`config.mk`:
```
export PLATFORM = sky130hd
export DESIGN_NAME = fusion_input_aligner_flat
export DESIGN_NICKNAME = d
export VERILOG_FILES = /design/src/rtl/fusion_input_aligner_if.sv /design/src/rtl/fusion_input_aligner.sv /design/src/flat_wrapper.sv
export SDC_FILE = /design/constraint.sdc
export NUM_CORES = 1
export LEC_CHECK = 0
export ABC_AREA = 1
export BUFFER_PORTS_ARGS = -buffer_cell sky130_fd_sc_hd__clkbuf_2
export CAP_MARGIN = 20
export CORE_MARGIN = 2
export CORE_UTILIZATION = 26
export DETAILED_ROUTE_END_ITERATION = 12
export PLACE_DENSITY_LB_ADDON = 0.2
export SLEW_MARGIN = 20
export SYNTH_ARGS = -nofsm -noshare
export SYNTH_HDL_FRONTEND = slang
export SYNTH_SLANG_ARGS = --single-unit
```
`constraint.sdc`:
```
create_clock -name clk -period 34.1 [get_ports clk]
set_input_delay 1.705 -clock clk [delete_from_list [all_inputs] [get_ports clk]]
set_output_delay 1.705 -clock clk [all_outputs]
set_load 0.02 [all_outputs]
```
`src/rtl/fusion_input_aligner_if.sv`:
```
// Two serial sensor element streams in, parallel operand vectors out toward Fusion_unit.
interface fusion_input_aligner_if #(
  parameter int DW = 16,
  parameter int N  = 6
);
  logic                 s1_valid;
  logic                 s1_ready;
  logic [2:0]           s1_idx;
  logic signed [DW-1:0] s1_x;
  logic signed [DW-1:0] s1_p;
  logic                 s1_last;

  logic                 s2_valid;
  logic                 s2_ready;
  logic [2:0]           s2_idx;
  logic signed [DW-1:0] s2_x;
  logic signed [DW-1:0] s2_p;
  logic                 s2_last;

  logic                 out_valid;
  logic                 out_ready;
  logic [N*DW-1:0]      x1_vec;
  logic [N*DW-1:0]      p1_vec;
  logic [N*DW-1:0]      x2_vec;
  logic [N*DW-1:0]      p2_vec;
  logic                 frame_err;
  logic                 timeout_err;

  modport slave (
    input  s1_valid, s1_idx, s1_x, s1_p, s1_last,
    input  s2_valid, s2_idx, s2_x, s2_p, s2_last,
    input  out_ready,
    output s1_ready, s2_ready,
    output out_valid, x1_vec, p1_vec, x2_vec, p2_vec,
    output frame_err, timeout_err
  );

  modport master (
    output s1_valid, s1_idx, s1_x, s1_p, s1_last,
    output s2_valid, s2_idx, s2_x, s2_p, s2_last,
    output out_ready,
    input  s1_ready, s2_ready,
    input  out_valid, x1_vec, p1_vec, x2_vec, p2_vec,
    input  frame_err, timeout_err
  );
endinterface

```
`src/rtl/fusion_input_aligner.sv`:
```
// Gathers one N-element (X,P) frame per sensor and releases both together as
// parallel vectors; malformed or stale frames are dropped with an error pulse.
module fusion_input_aligner #(
  parameter int DW      = 16,
  parameter int N       = 6,
  parameter int TIMEOUT = 1024,
  parameter int TW      = 11
) (
  input logic                   clk,
  input logic                   rst,
  fusion_input_aligner_if.slave bus
);

  typedef enum logic {S_COLLECT = 1'b0, S_FULL = 1'b1} sns_state_t;
  typedef enum logic [1:0] {P_IDLE = 2'd0, P_WAIT = 2'd1, P_OUT = 2'd2} pair_state_t;

  localparam logic [2:0]    LAST_SLOT = 3'(N - 1);
  localparam logic [TW-1:0] TMO_LAST  = TW'(TIMEOUT - 1);

  logic                 in_vld  [2];
  logic [2:0]           in_idx  [2];
  logic signed [DW-1:0] in_x    [2];
  logic signed [DW-1:0] in_p    [2];
  logic                 in_last [2];

  assign in_vld[0]  = bus.s1_valid;
  assign in_idx[0]  = bus.s1_idx;
  assign in_x[0]    = bus.s1_x;
  assign in_p[0]    = bus.s1_p;
  assign in_last[0] = bus.s1_last;
  assign in_vld[1]  = bus.s2_valid;
  assign in_idx[1]  = bus.s2_idx;
  assign in_x[1]    = bus.s2_x;
  assign in_p[1]    = bus.s2_p;
  assign in_last[1] = bus.s2_last;

  sns_state_t    sns_q [2];
  sns_state_t    sns_d [2];
  logic [2:0]    cnt_q [2];
  logic [2:0]    cnt_d [2];
  pair_state_t   pair_q, pair_d;
  logic [TW-1:0] tmr_q, tmr_d;
  logic          ferr_q, ferr_d;
  logic          terr_q, terr_d;

  logic rdy  [2];
  logic acc  [2];
  logic bad  [2];
  logic wr   [2];
  logic done [2];
  logic tmo_fire;
  logic out_fire;

  logic signed [DW-1:0] xb_q [2][N];
  logic signed [DW-1:0] pb_q [2][N];

  // Beat classification: a beat must land in the expected slot, carry last
  // exactly on the final slot, and have a strictly positive covariance.
  always_comb begin
    for (int s = 0; s < 2; s++) begin
      rdy[s]  = (sns_q[s] == S_COLLECT);
      acc[s]  = in_vld[s] && rdy[s];
      bad[s]  = acc[s] && ((in_idx[s] != cnt_q[s]) ||
                           (in_last[s] != (cnt_q[s] == LAST_SLOT)) ||
                           in_p[s][DW-1] || (in_p[s] == '0));
      wr[s]   = acc[s] && !bad[s];
      done[s] = wr[s] && (cnt_q[s] == LAST_SLOT);
    end
  end

  always_comb begin
    pair_d   = pair_q;
    tmr_d    = tmr_q;
    tmo_fire = 1'b0;
    out_fire = 1'b0;
    unique case (pair_q)
      P_IDLE: begin
        if (done[0] && done[1]) begin
          pair_d = P_OUT;
        end else if (done[0] || done[1]) begin
          pair_d = P_WAIT;
          tmr_d  = '0;
        end
      end
      P_WAIT: begin
        tmr_d = tmr_q + 1'b1;
        // The missing frame arriving on the deadline cycle still counts.
        if (done[0] || done[1]) begin
          pair_d = P_OUT;
        end else if (tmr_q == TMO_LAST) begin
          tmo_fire = 1'b1;
          pair_d   = P_IDLE;
        end
      end
      P_OUT: begin
        if (bus.out_ready) begin
          out_fire = 1'b1;
          pair_d   = P_IDLE;
        end
      end
      default: pair_d = P_IDLE;
    endcase
  end

  always_comb begin
    for (int s = 0; s < 2; s++) begin
      sns_d[s] = sns_q[s];
      cnt_d[s] = cnt_q[s];
      if (bad[s]) begin
        cnt_d[s] = '0;
      end else if (done[s]) begin
        sns_d[s] = S_FULL;
        cnt_d[s] = '0;
      end else if (wr[s]) begin
        cnt_d[s] = cnt_q[s] + 3'd1;
      end
      // Only the sensor that was already full is released on a timeout;
      // the other keeps its partial frame.
      if (out_fire || (tmo_fire && (sns_q[s] == S_FULL))) begin
        sns_d[s] = S_COLLECT;
        cnt_d[s] = '0;
      end
    end
    ferr_d = bad[0] || bad[1];
    terr_d = tmo_fire;
  end

  always_ff @(posedge clk or posedge rst) begin
    if (rst) begin
      for (int s = 0; s < 2; s++) begin
        sns_q[s] <= S_COLLECT;
        cnt_q[s] <= '0;
      end
      pair_q <= P_IDLE;
      tmr_q  <= '0;
      ferr_q <= 1'b0;
      terr_q <= 1'b0;
    end else begin
      for (int s = 0; s < 2; s++) begin
        sns_q[s] <= sns_d[s];
        cnt_q[s] <= cnt_d[s];
      end
      pair_q <= pair_d;
      tmr_q  <= tmr_d;
      ferr_q <= ferr_d;
      terr_q <= terr_d;
    end
  end

  always_ff @(posedge clk or posedge rst) begin
    if (rst) begin
      for (int s = 0; s < 2; s++) begin
        for (int k = 0; k < N; k++) begin
          xb_q[s][k] <= '0;
          pb_q[s][k] <= '0;
        end
      end
    end else begin
      for (int s = 0; s < 2; s++) begin
        if (wr[s]) begin
          xb_q[s][cnt_q[s]] <= in_x[s];
          pb_q[s][cnt_q[s]] <= in_p[s];
        end
      end
    end
  end

  // Readies are forced low while reset is held, independent of the flops.
  assign bus.s1_ready    = rdy[0] && !rst;
  assign bus.s2_ready    = rdy[1] && !rst;
  assign bus.out_valid   = (pair_q == P_OUT);
  assign bus.frame_err   = ferr_q;
  assign bus.timeout_err = terr_q;

  for (genvar k = 0; k < N; k++) begin : g_pack
    assign bus.x1_vec[DW*k +: DW] = xb_q[0][k];
    assign bus.p1_vec[DW*k +: DW] = pb_q[0][k];
    assign bus.x2_vec[DW*k +: DW] = xb_q[1][k];
    assign bus.p2_vec[DW*k +: DW] = pb_q[1][k];
  end

endmodule

```
`src/flat_wrapper.sv`:
```
// flat-port wrapper written by rule: the top's interface ports become plain ports
module fusion_input_aligner_flat 
#(
  parameter int DW      = 16,
  parameter int N       = 6,
  parameter int TIMEOUT = 1024,
  parameter int TW      = 11
)
  (clk, rst, bus_s1_valid, bus_s1_idx, bus_s1_x, bus_s1_p, bus_s1_last, bus_s2_valid, bus_s2_idx, bus_s2_x, bus_s2_p, bus_s2_last, bus_out_ready, bus_s1_ready, bus_s2_ready, bus_out_valid, bus_x1_vec, bus_p1_vec, bus_x2_vec, bus_p2_vec, bus_frame_err, bus_timeout_err);
  fusion_input_aligner_if #(.DW(DW), .N(N)) bus_i ();
  input logic clk;
  input logic rst;
  input wire logic [$bits(bus_i.s1_valid)-1:0] bus_s1_valid;
  input wire logic [$bits(bus_i.s1_idx)-1:0] bus_s1_idx;
  input wire logic [$bits(bus_i.s1_x)-1:0] bus_s1_x;
  input wire logic [$bits(bus_i.s1_p)-1:0] bus_s1_p;
  input wire logic [$bits(bus_i.s1_last)-1:0] bus_s1_last;
  input wire logic [$bits(bus_i.s2_valid)-1:0] bus_s2_valid;
  input wire logic [$bits(bus_i.s2_idx)-1:0] bus_s2_idx;
  input wire logic [$bits(bus_i.s2_x)-1:0] bus_s2_x;
  input wire logic [$bits(bus_i.s2_p)-1:0] bus_s2_p;
  input wire logic [$bits(bus_i.s2_last)-1:0] bus_s2_last;
  input wire logic [$bits(bus_i.out_ready)-1:0] bus_out_ready;
  output wire logic [$bits(bus_i.s1_ready)-1:0] bus_s1_ready;
  output wire logic [$bits(bus_i.s2_ready)-1:0] bus_s2_ready;
  output wire logic [$bits(bus_i.out_valid)-1:0] bus_out_valid;
  output wire logic [$bits(bus_i.x1_vec)-1:0] bus_x1_vec;
  output wire logic [$bits(bus_i.p1_vec)-1:0] bus_p1_vec;
  output wire logic [$bits(bus_i.x2_vec)-1:0] bus_x2_vec;
  output wire logic [$bits(bus_i.p2_vec)-1:0] bus_p2_vec;
  output wire logic [$bits(bus_i.frame_err)-1:0] bus_frame_err;
  output wire logic [$bits(bus_i.timeout_err)-1:0] bus_timeout_err;
  assign bus_i.s1_valid = bus_s1_valid;
  assign bus_i.s1_idx = bus_s1_idx;
  assign bus_i.s1_x = bus_s1_x;
  assign bus_i.s1_p = bus_s1_p;
  assign bus_i.s1_last = bus_s1_last;
  assign bus_i.s2_valid = bus_s2_valid;
  assign bus_i.s2_idx = bus_s2_idx;
  assign bus_i.s2_x = bus_s2_x;
  assign bus_i.s2_p = bus_s2_p;
  assign bus_i.s2_last = bus_s2_last;
  assign bus_i.out_ready = bus_out_ready;
  assign bus_s1_ready = bus_i.s1_ready;
  assign bus_s2_ready = bus_i.s2_ready;
  assign bus_out_valid = bus_i.out_valid;
  assign bus_x1_vec = bus_i.x1_vec;
  assign bus_p1_vec = bus_i.p1_vec;
  assign bus_x2_vec = bus_i.x2_vec;
  assign bus_p2_vec = bus_i.p2_vec;
  assign bus_frame_err = bus_i.frame_err;
  assign bus_timeout_err = bus_i.timeout_err;
  fusion_input_aligner #(.DW(DW), .N(N), .TIMEOUT(TIMEOUT), .TW(TW)) u_core (.clk(clk), .rst(rst), .bus(bus_i));
endmodule
```
### After elaboration in Yosys (flattened, before gate mapping)

Index checks and enable logic that the tools add are counted.
W data, S select, Z words.

* add/sub/neg operators: 3
* muxes and demuxes: 36
* reductions and logical operators: 40
* $lt $le $gt $ge: 4
* eq/ne operators: 16
* bitwise logic cells: 4

Operators with widths (count)
* $bwmux W96: 4
* $demux W16 S3: 2
* $logic_not A16 Y1: 2
* $mux W16: 2
* $mux W3: 8
* $mux W11: 2
* $pmux W11 S2: 1
* $logic_and A1 B1 Y1: 15
* $add A11 B1 Y11 const B: 1
* $eq A11 B10 Y1 const B: 1
* $mux W1: 11
* $logic_or A1 B1 Y1: 10
* $mux W2: 5
* $ge A4 B4 Y1 const B: 2
* $lt A4 B1 Y1 const B: 2
* $ne A2 B2 Y1 const B: 4
* $not A3 Y4: 2
* $reduce_bool A4 Y1: 2
* $add A3 B1 Y3 const B: 2
* $eq A3 B3 Y1 const B: 2
* $ne A3 B1 Y1 const B: 2
* $ne A3 B3 Y1: 2
* $pmux W2 S3: 1
* $reduce_and A3 Y1: 2
* other kinds (9): 16

* register bits: 407
* bits of input ports: 77
* word-level logic and storage cells: 135

### Logic depth before layout (Yosys ltp)

Gate-level depths: netlist of run 1.

* word-level depth: 16
* mapped depth: 15
* gate-level depth less buffers: 14

### Least setup slack after synthesis of run 1

No wires, ideal clock.

* path type: input -> output
* start point: input port rst
* end point: output port bus_s1_ready
* data arrival time: 1985 ps
* path slack: 30410 ps
* path buffers: 0
* stages: 1
* data required time: 32395 ps
* path through: nor2_1

* cells in the longest elaborated chain, start to end: 2

Ends and longest elaborated chain
* start: declaration: RTL line flat_wrapper.sv:12 `input logic rst;`
* $logic_not A1 Y1 (no line)
* $logic_and A1 B1 Y1: RTL line fusion_input_aligner.sv:169 `assign bus.s1_ready = rdy[0] && !rst;`
* end: declaration: RTL line flat_wrapper.sv:24 `output wire logic [$bits(bus_i.s1_ready)-1:0] bus_s1_ready;`

Every way passes these cells.

### Worst setup path in the final report of run 1

Same ends and word-level chain as after synthesis.

==> impl_metrics.tcl, run 1 <==
set metrics [dict create \
    die_w_um 253 \
    synth_enable_flop_cells 0 \
    grt_pass1_wl_um 75900 \
    clk_path_buf_depth 3 \
    drt_iter0_markers 764 \
    status "finished, final reports clean" \
    peakVddDrop_mv 0.0317 \
    grt_max_degree 156 \
    worstPathMaxFanout 3 \
    ys_seq_area_share_pct 63.4 \
    antennaDiodeCount 0 \
    num-fill-cells 6382 \
    multi_input_area_um2 4710 \
    portBuffers 465 \
    htreeDepth 2 \
    start_kind "primary input" \
    ctsResizeCount 0 \
    drv_cap 0 \
    drc_errors 0 \
    rsz0062_at_grt "no" \
    yosys.area_share.simple_pct 14.5 \
    worstMarginPinSlew_ps 946 \
    avgSynthCellArea_um2 10.4 \
    final_antenna_net_count 0 \
    synth_warnings 0 \
    grt_overflow 0 \
    cp.arrival_ps 2220 \
    synth-xor-area-share_pct 0.218 \
    fmax_mhz 255 \
    ctsHoldBuffers 0 \
    synth.top_cell.area_share_pct 63.4 \
    yosysTopAreaCell "dfrtp_1" \
    netlist_top_cells_area "dfrtp_1 (63%), nand2_1 (11%), o21ai_1 (9.5%)" \
    netlist_area_um2 16100 \
    r2r_start "u_core.cnt_q[1]$_DFFE_PP0P_" \
    postCtsSetupBuffers 0 \
    path_class "in -> out" \
    synthAdderAreaFrac_pct 0.389 \
    seq_area_um2 10200 \
    hold_class "reg -> reg" \
    yosysMostFrequentCell "nand2_1" \
    start_util_pct 26.2 \
    power-per-cell-area_nw_per_um2 56.0 \
    drv_slew 0 \
    clkSinkCount 407 \
    cp-end-kind "output port" \
    path_clk_slew_ps 60 \
    synth_fp_nets 1620 \
    ys_async_sr_fraction_pct 100 \
    viasPerCell 4.32 \
    synth_flop_cell "dfrtp_1" \
    hold_start "u_core.bus.x1_vec[14]$_DFFE_PP0P_" \
    synth.ff_latch_count 407 \
    gp_congestion 0.774 \
    hpwl_um 34700 \
    syn_to_final_growth_pct 26.5 \
    design_area_um2 20300 \
    cts_made_buffers 48 \
    clock_latency_ps 590 \
    drive_gt1_share_pct 32.0 \
    wl_um 49900 \
    muxShareOfSynthArea_pct 0 \
    chipHeight_um 253 \
    ys_types 31 \
    syn_inst 1538 \
    cts_tree "yes" \
    synth_common_cells "nand2_1 (450), dfrtp_1 (407), o21ai_1 (305)" \
    nets 2063 \
    finalCritPeriodShare_pct 11.5 \
    finalCriticalPeriod_ps 3920 \
    crit_start "rst" \
    track_usage_pct 15.3 \
    placed_area_um2 18600 \
    design.core.area_um2 61400 \
    grt_pass1_vias 12000 \
    setup_tns_ps 0 \
    wire_per_inst_um 17.8 \
    die-area_um2 63800 \
    synth_compound_area_share_pct 14.2 \
    critPathRequiredTime_ps 32390 \
    cts-root-buf "clkbuf_16" \
    pin_count 466 \
    fin_skew_ps 24.0 \
    power_leakage_uw 0.0108 \
    synth_top_family_by_area "simple AND/OR/NAND/NOR gates" \
    slew_headroom_pct 36.9 \
    rows 91 \
    antenna_found_initial 3 \
    first_pass_iters 5 \
    setup_violations 0 \
    vias 12100 \
    finalHoldViolCount 0 \
]
[cell type report]
class / instances / share of cell area [%]
inverter: 95 / 1.79
tap: 790 / 4.87
clock buffer: 67 / 6.96
multi-input combinational: 961 / 23.2
sequential: 407 / 50.1
timing repair buffer: 468 / 11.6
clock inverter: 20 / 1.43
[cell families after synthesis]
| group | after synthesis |
|---|---|
| AOI/OAI and AO/OA | 398 |
| xor gates and xnor gates | 4 |
| adders and majority gates | 5 |
| buffers and inverters | 170 |
| DFF | 407 |
| and+or+nand+nor | 554 |
[state kept, by name (all words and copies together), names as in the netlist]
signal	count
u_core.cnt_q	6
u_core.bus.p1_vec	96
u_core.bus.x2_vec	96
u_core.pair_q	2
u_core.bus.x1_vec	96
u_core.bus.timeout_err	1
u_core.tmr_q	11
u_core.bus.frame_err	1
u_core.sns_q	2
u_core.bus.p2_vec	96
[cells in the final DEF, fill, tap and decap left out, types with 3 or more instances in the layout]
cell type and n:
a21oi_1 6, a21boi_0 12, xor2_1 3, nor2_1 45
clkinvlp_4 3, o21ai_2 67, clkbuf_8 12, bufinv_16 6
o21ai_1 305, clkbuf_16 49, nor2_8 4, or2_2 5
nand3_1 21, o21ai_0 5, clkbuf_2 465, clkinv_2 8
inv_1 93, nand4_1 5, nand2_4 14, clkbuf_1 6
ha_1 5, dfrtp_1 407, nand2_1 450
[final timing paths]
kind	endpoint	slack [ps]	cells past startpoint
max in group asynchronous	u_core.bus.p1_vec[36]$_DFFE_PP0P_	30540	4
worst max register to register	u_core.bus.x2_vec[43]$_DFFE_PP0P_	31510	14
worst min-delay path	u_core.bus.x1_vec[14]$_DFFE_PP0P_	480	2
min in group asynchronous	u_core.bus.x2_vec[37]$_DFFE_PP0P_	1280	2
worst max-delay path	bus_s1_ready	30180	3
worst min register to register	u_core.bus.x1_vec[14]$_DFFE_PP0P_	480	2
[stage by stage]
step           utilization [%]  setup WS (ps)  power [uW]  instances  hold WS [ps]
4_1_cts                   33.1          30130        1160       2808           483
3_5_place_dp              30.3          29840         597       2721           468
6_report                  33.1          30180        1140       2808           481
2_1_floorplan                -          21070         563       1538           468
3_3_place_gp              30.3          29890         596       2721           467
5_1_grt                   33.1          30140        1190       2808           510
[report_power, final]
part | internal (uW) | switching, uW | leakage (uW) | total (uW)
Combinational | 22.8 | 57.3 | 0.00440 | 80.1
Clock | 336 | 215 | 0.000838 | 551
Sequential | 497 | 9.05 | 0.00559 | 506
Total | 856 | 282 | 0.0108 | 1140
[worst max-delay path: stages]
cell	delay [ps]
clkbuf_2	140
nor2_1	170
clkbuf_2	200
[per-layer routing]
layer,vias up,share of wire [%],global-route usage (%)
met2,386,46,24.5
met3,72,8.6,5.30
li1,5896,-,-
met4,6,2.1,3.75
met5,-,0.080,0
met1,5775,44,19.9
Power figures use the tool's default switching activity.
==> run 2: changes to the inputs <==
Clock period 34.1 ns to 4.1 ns, I/O delays scaled along.
==> impl_metrics.tcl, run 2 (synthesis gave the netlist of run 1 again) <==
set metrics [dict create \
    status "finished, final reports clean" \
    grt_pass1_wl_um 76800 \
    wire_per_inst_um 17.4 \
    setup_tns_ps 0 \
    gp_congestion 0.771 \
    seq_area_um2 10200 \
    path_clk_slew_ps 60 \
    dp.cells 2725 \
    finalHoldViolCount 0 \
    finalCriticalPeriod_ps 2560 \
    die_w_um 253 \
    rr_endpoint "u_core.bus.p1_vec[66]$_DFFE_PP0P_" \
    viasPerCell 4.30 \
    hold_class "in -> reg" \
    syn_to_final_growth_pct 29.4 \
    first_pass_iters 5 \
    ctsHoldBuffers 52 \
    portBuffers 465 \
    slew_headroom_pct 41.5 \
    grt.busiest_layer "met2" \
    cp-end-kind "flip-flop" \
    final_antenna_net_count 0 \
    start_util_pct 26.2 \
    drc_errors 0 \
    worstMarginPinSlew_ps 876 \
    hold_start "bus_s1_p[11]" \
    setup_violations 0 \
    clkSinkCount 407 \
    fin_skew_ps 16.5 \
    drt_iter0_markers 814 \
    cts-root-buf "clkbuf_16" \
    start_kind "flip-flop" \
    wl_um 49900 \
    post-route-util_pct 33.9 \
    track_usage_pct 15.5 \
    drv_slew 0 \
    rows 91 \
    design.core.area_um2 61400 \
    chipHeight_um 253 \
    pin_count 466 \
    cts_made_buffers 48 \
    num-fill-cells 6372 \
    grt_overflow 0 \
    clk_path_buf_depth 3 \
    drive_gt1_share_pct 31.1 \
    power-per-cell-area_nw_per_um2 445 \
    fmax_mhz 390 \
    vias 12300 \
    final_cell_mix "clkbuf_2 (465), nand2_1 (450), dfrtp_1 (407), o21ai_1 (305), inv_1 (93)" \
    clock_latency_ps 590 \
    cts_tree "yes" \
    ctsResizeCount 0 \
    met1_usage_pct 19.8 \
    die-area_um2 63800 \
    path_class "reg -> reg" \
    rsz0062_at_grt "no" \
    hpwl_um 34900 \
    r2r_cells 13 \
    drv_cap 0 \
    hold_depth 3 \
    nets 2119 \
    peakVddDrop_mv 0.301 \
    worstPathMaxFanout 62 \
    fin_cells 2865 \
    r2r_start "u_core.cnt_q[3]$_DFFE_PP0P_" \
    htreeDepth 2 \
    power_leakage_uw 0.0110 \
    use_met2_pct 24.5 \
    grt_pass1_vias 12300 \
    grtUsageMet3_pct 5.43 \
    antenna_found_initial 6 \
    grt_max_degree 124 \
    cp.arrival_ps 3000 \
    finalCritPeriodShare_pct 62.5 \
    postCtsSetupBuffers 0 \
    mostFrequentLayoutCell "clkbuf_2" \
    multi_input_area_um2 4710 \
    critPathRequiredTime_ps 4540 \
    r2r_slack_ps 1540 \
    crit_start "u_core.cnt_q[3]$_DFFE_PP0P_" \
    min_to "u_core.bus.p1_vec[91]$_DFFE_PP0P_" \
]
-- run 2: worst max-delay path by stage --
stage / end / slack, ps / cells past startpoint
floorplan: u_core.bus.frame_err$_DFF_PP0_ / -1590 / 1
global placement: u_core.bus.p2_vec[39]$_DFFE_PP0P_ / 1540 / 14
detailed placement: u_core.bus.p2_vec[35]$_DFFE_PP0P_ / 1490 / 14
CTS: u_core.bus.x2_vec[32]$_DFFE_PP0P_ / 1480 / 14
global route: u_core.bus.p2_vec[44]$_DFFE_PP0P_ / 1220 / 14
finish: u_core.bus.p1_vec[66]$_DFFE_PP0P_ / 1540 / 13
-- run 2: metrics by stage --
step / hold WS, ps / worst slack (ps) / power, uW / cell area [um2]
finish: 24.9 / 1540 / 9260 / 20800
global route: 5.91 / 1220 / 9650 / 20800
CTS: 0.671 / 1480 / 9420 / 20800
detailed placement: 445 / 1490 / 4980 / 18700
global placement: 443 / 1540 / 4970 / 18700
floorplan: 345 / -1590 / 4680 / 16100
-- run 2: per-layer routing --
layer | wire (um) | vias up | part of all wire [%]
met5 | 66 | - | 0.13
met1 | 21500 | 5814 | 43
li1 | - | 6012 | -
met3 | 4280 | 98 | 8.6
met4 | 1560 | 10 | 3.1
met2 | 22500 | 396 | 45
-- run 2: area by class of cell --
cell class / count / area share (%)
flip-flops and latches: 407 / 49.0
multi-input cells: 961 / 22.6
repair buffers: 524 / 14.1
clock buffers: 71 / 6.92
well taps: 790 / 4.75
inverters: 95 / 1.73
clock inverters: 16 / 0.830
diodes: 1 / 0.0120
-- run 2: critical path: stages, from the launching register on --
cell     delay [ps]
dfrtp_1         540
ha_1            200
nand2_1          70
inv_1            80
nand2_1          50
nand2_1          50
nand2_1          60
nor2_2          100
and2_4          180
nand2_4          90
nor2_8          200
nand2_4         450
nand2_1         230
o21ai_2          70
-- run 2: power by group --
part	internal [uW]	switching (uW)
Combinational	226	493
Sequential	4140	74.0
Clock	2570	1760
==> run 3: changes to the inputs <==
Clock period 4.1 ns to 2.54 ns, I/O delays scaled along.
==> impl_metrics.tcl, run 3 (synthesis gave the netlist of run 1 again) <==
set metrics [dict create \
    wire_per_inst_um 17.6 \
    rsz0062_at_grt "no" \
    slew_headroom_pct 36.9 \
    finalCriticalPeriod_ps 2320 \
    grt_pass1_wl_um 77700 \
    r2r_slack_ps 220 \
    hpwl_um 36900 \
    mostFrequentLayoutCell "clkbuf_2" \
    grt_overflow 0 \
    fmax_mhz 432 \
    rr_endpoint "u_core.bus.x2_vec[81]$_DFFE_PP0P_" \
    num-fill-cells 6261 \
    final_antenna_net_count 0 \
    slowest_stage "dfrtp_1" \
    rows 91 \
    path_clk_slew_ps 60 \
    hold_class "in -> reg" \
    drive_gt1_share_pct 32.7 \
    post-route-util_pct 35.2 \
    track_usage_pct 15.8 \
    pin_count 466 \
    worstPathMaxFanout 42 \
    chipHeight_um 253 \
    drv_slew 0 \
    gp_congestion 0.786 \
    clkSinkCount 407 \
    fin_cells 2926 \
    start_util_pct 26.2 \
    drc_errors 0 \
    cts_tree "yes" \
    design.core.area_um2 61400 \
    syn_to_final_growth_pct 34.4 \
    wl_met1_um 21900 \
    finalHoldViolCount 0 \
    peakVddDrop_mv 0.467 \
    start_kind "flip-flop" \
    final_cell_mix "clkbuf_2 (465), nand2_1 (450), dfrtp_1 (407), o21ai_1 (305), inv_1 (92)" \
    met2_length_um 23800 \
    wl_um 51500 \
    r2r_cells 15 \
    fin_skew_ps 26.5 \
    vias 12700 \
    cts_made_buffers 48 \
    setup_violations 0 \
    cts-root-buf "clkbuf_16" \
    topRoutingLayerUsed "met5" \
    pre_cts_slack_ps 153 \
    htreeDepth 2 \
    wl_met3_um 4230 \
    nets 2182 \
    power_leakage_uw 0.0114 \
    clock_latency_ps 590 \
    worst_slack_ps 225 \
    dp.cells 2766 \
    power-per-cell-area_nw_per_um2 702 \
    hold_depth 3 \
    worstMarginPinSlew_ps 942 \
    portBuffers 465 \
    die_w_um 253 \
    path_class "reg -> reg" \
    first_pass_iters 5 \
    grt_pass1_vias 12500 \
    crit_top_cell "nand2_1" \
    min_to "u_core.bus.frame_err$_DFF_PP0_" \
    die-area_um2 63800 \
    antenna_found_initial 4 \
    clk_path_buf_depth 3 \
    hold_start "bus_s2_valid" \
    grt_max_degree 102 \
    drv_cap 0 \
    design_area_um2 21600 \
    critPathRequiredTime_ps 2970 \
    cpPeakStageDelay_ps 410 \
    r2r_start "u_core.cnt_q[1]$_DFFE_PP0P_" \
    placed_area_um2 19200 \
    viasPerCell 4.33 \
    finalCritPeriodShare_pct 91.2 \
    path_cells "inv_2 -> ha_1 -> nand2_1 -> inv_1 -> nand2_1 -> nand2_1 -> nand2_1 -> nor2_2 -> and2_4 -> nand2_4 -> nor2_8 -> nand2_8 -> buf_12 -> nand2_1 -> o21ai_1" \
    cp.arrival_ps 2750 \
    drt_iter0_markers 663 \
    status "finished, final reports clean" \
    cp-end-kind "flip-flop" \
    finalHoldWorstSlack_ps 43.0 \
]
run 3: worst max-delay path by stage:
| stage | start | cells after the start | slack, ps | to |
|---|---|---|---|---|
| after floorplan | rst | 1 | -3070 | u_core.bus.frame_err$_DFF_PP0_ |
| after global placement | u_core.cnt_q[1]$_DFFE_PP0P_ | 15 | 190 | u_core.bus.p2_vec[58]$_DFFE_PP0P_ |
| after detailed placement | u_core.cnt_q[1]$_DFFE_PP0P_ | 15 | 150 | u_core.bus.p2_vec[53]$_DFFE_PP0P_ |
| after CTS | u_core.cnt_q[1]$_DFFE_PP0P_ | 15 | 130 | u_core.bus.p2_vec[56]$_DFFE_PP0P_ |
| after global routing | u_core.cnt_q[1]$_DFFE_PP0P_ | 15 | 0.8 | u_core.bus.x2_vec[22]$_DFFE_PP0P_ |
| final | u_core.cnt_q[1]$_DFFE_PP0P_ | 15 | 220 | u_core.bus.x2_vec[81]$_DFFE_PP0P_ |
run 3: cell type report:
type	count	area, um2	share of cell area, %
inverters	95	360	1.67
flip-flops and latches	407	10200	47.2
diodes	1	2.50	0.0116
repair buffers	586	3640	16.9
clock buffers	68	1430	6.61
multi-input cells	962	4760	22.1
well taps	790	988	4.58
clock inverters	17	231	1.07
run 3: layer usage:
layer	vias to the layer above	track usage, %
met5	-	0
met1	6012	20.2
li1	6141	-
met4	6	5.05
met3	85	4.94
met2	432	25.6
run 3: repair_timing:
action | CTS | global route
hold buffers | 65 | 0
endpoints found under the hold margin | 401 | 0
endpoints found under the setup margin | 0 | 84
setup buffers | 0 | 8
resized for setup | 0 | 7
run 3: through the flow:
| stage | total power [uW] | setup TNS [ps] |
|---|---|---|
| 6_report | 15200 | 0 |
| 3_5_place_dp | 8080 | 0 |
| 4_1_cts | 15500 | 0 |
| 3_3_place_gp | 8070 | 0 |
| 2_1_floorplan | 7560 | -1249760 |
| 5_1_grt | 15800 | 0 |
run 3: where the power goes:
part           total (uW)  internal, uW  switching, uW
logic                1210           401            813
registers            6800          6680            126
clock network        7150          4320           2830
total               15200         11400           3770
run 3: worst max-delay path, delay by kind of cell, from the launching register on:
| kind | cells | cell delay, ps |
|---|---|---|
| flops | 1 | 410 |
| simple gates | 10 | 1110 |
| buf+inv | 3 | 420 |
| compound gates | 1 | 60 |
| fa+ha+maj | 1 | 140 |
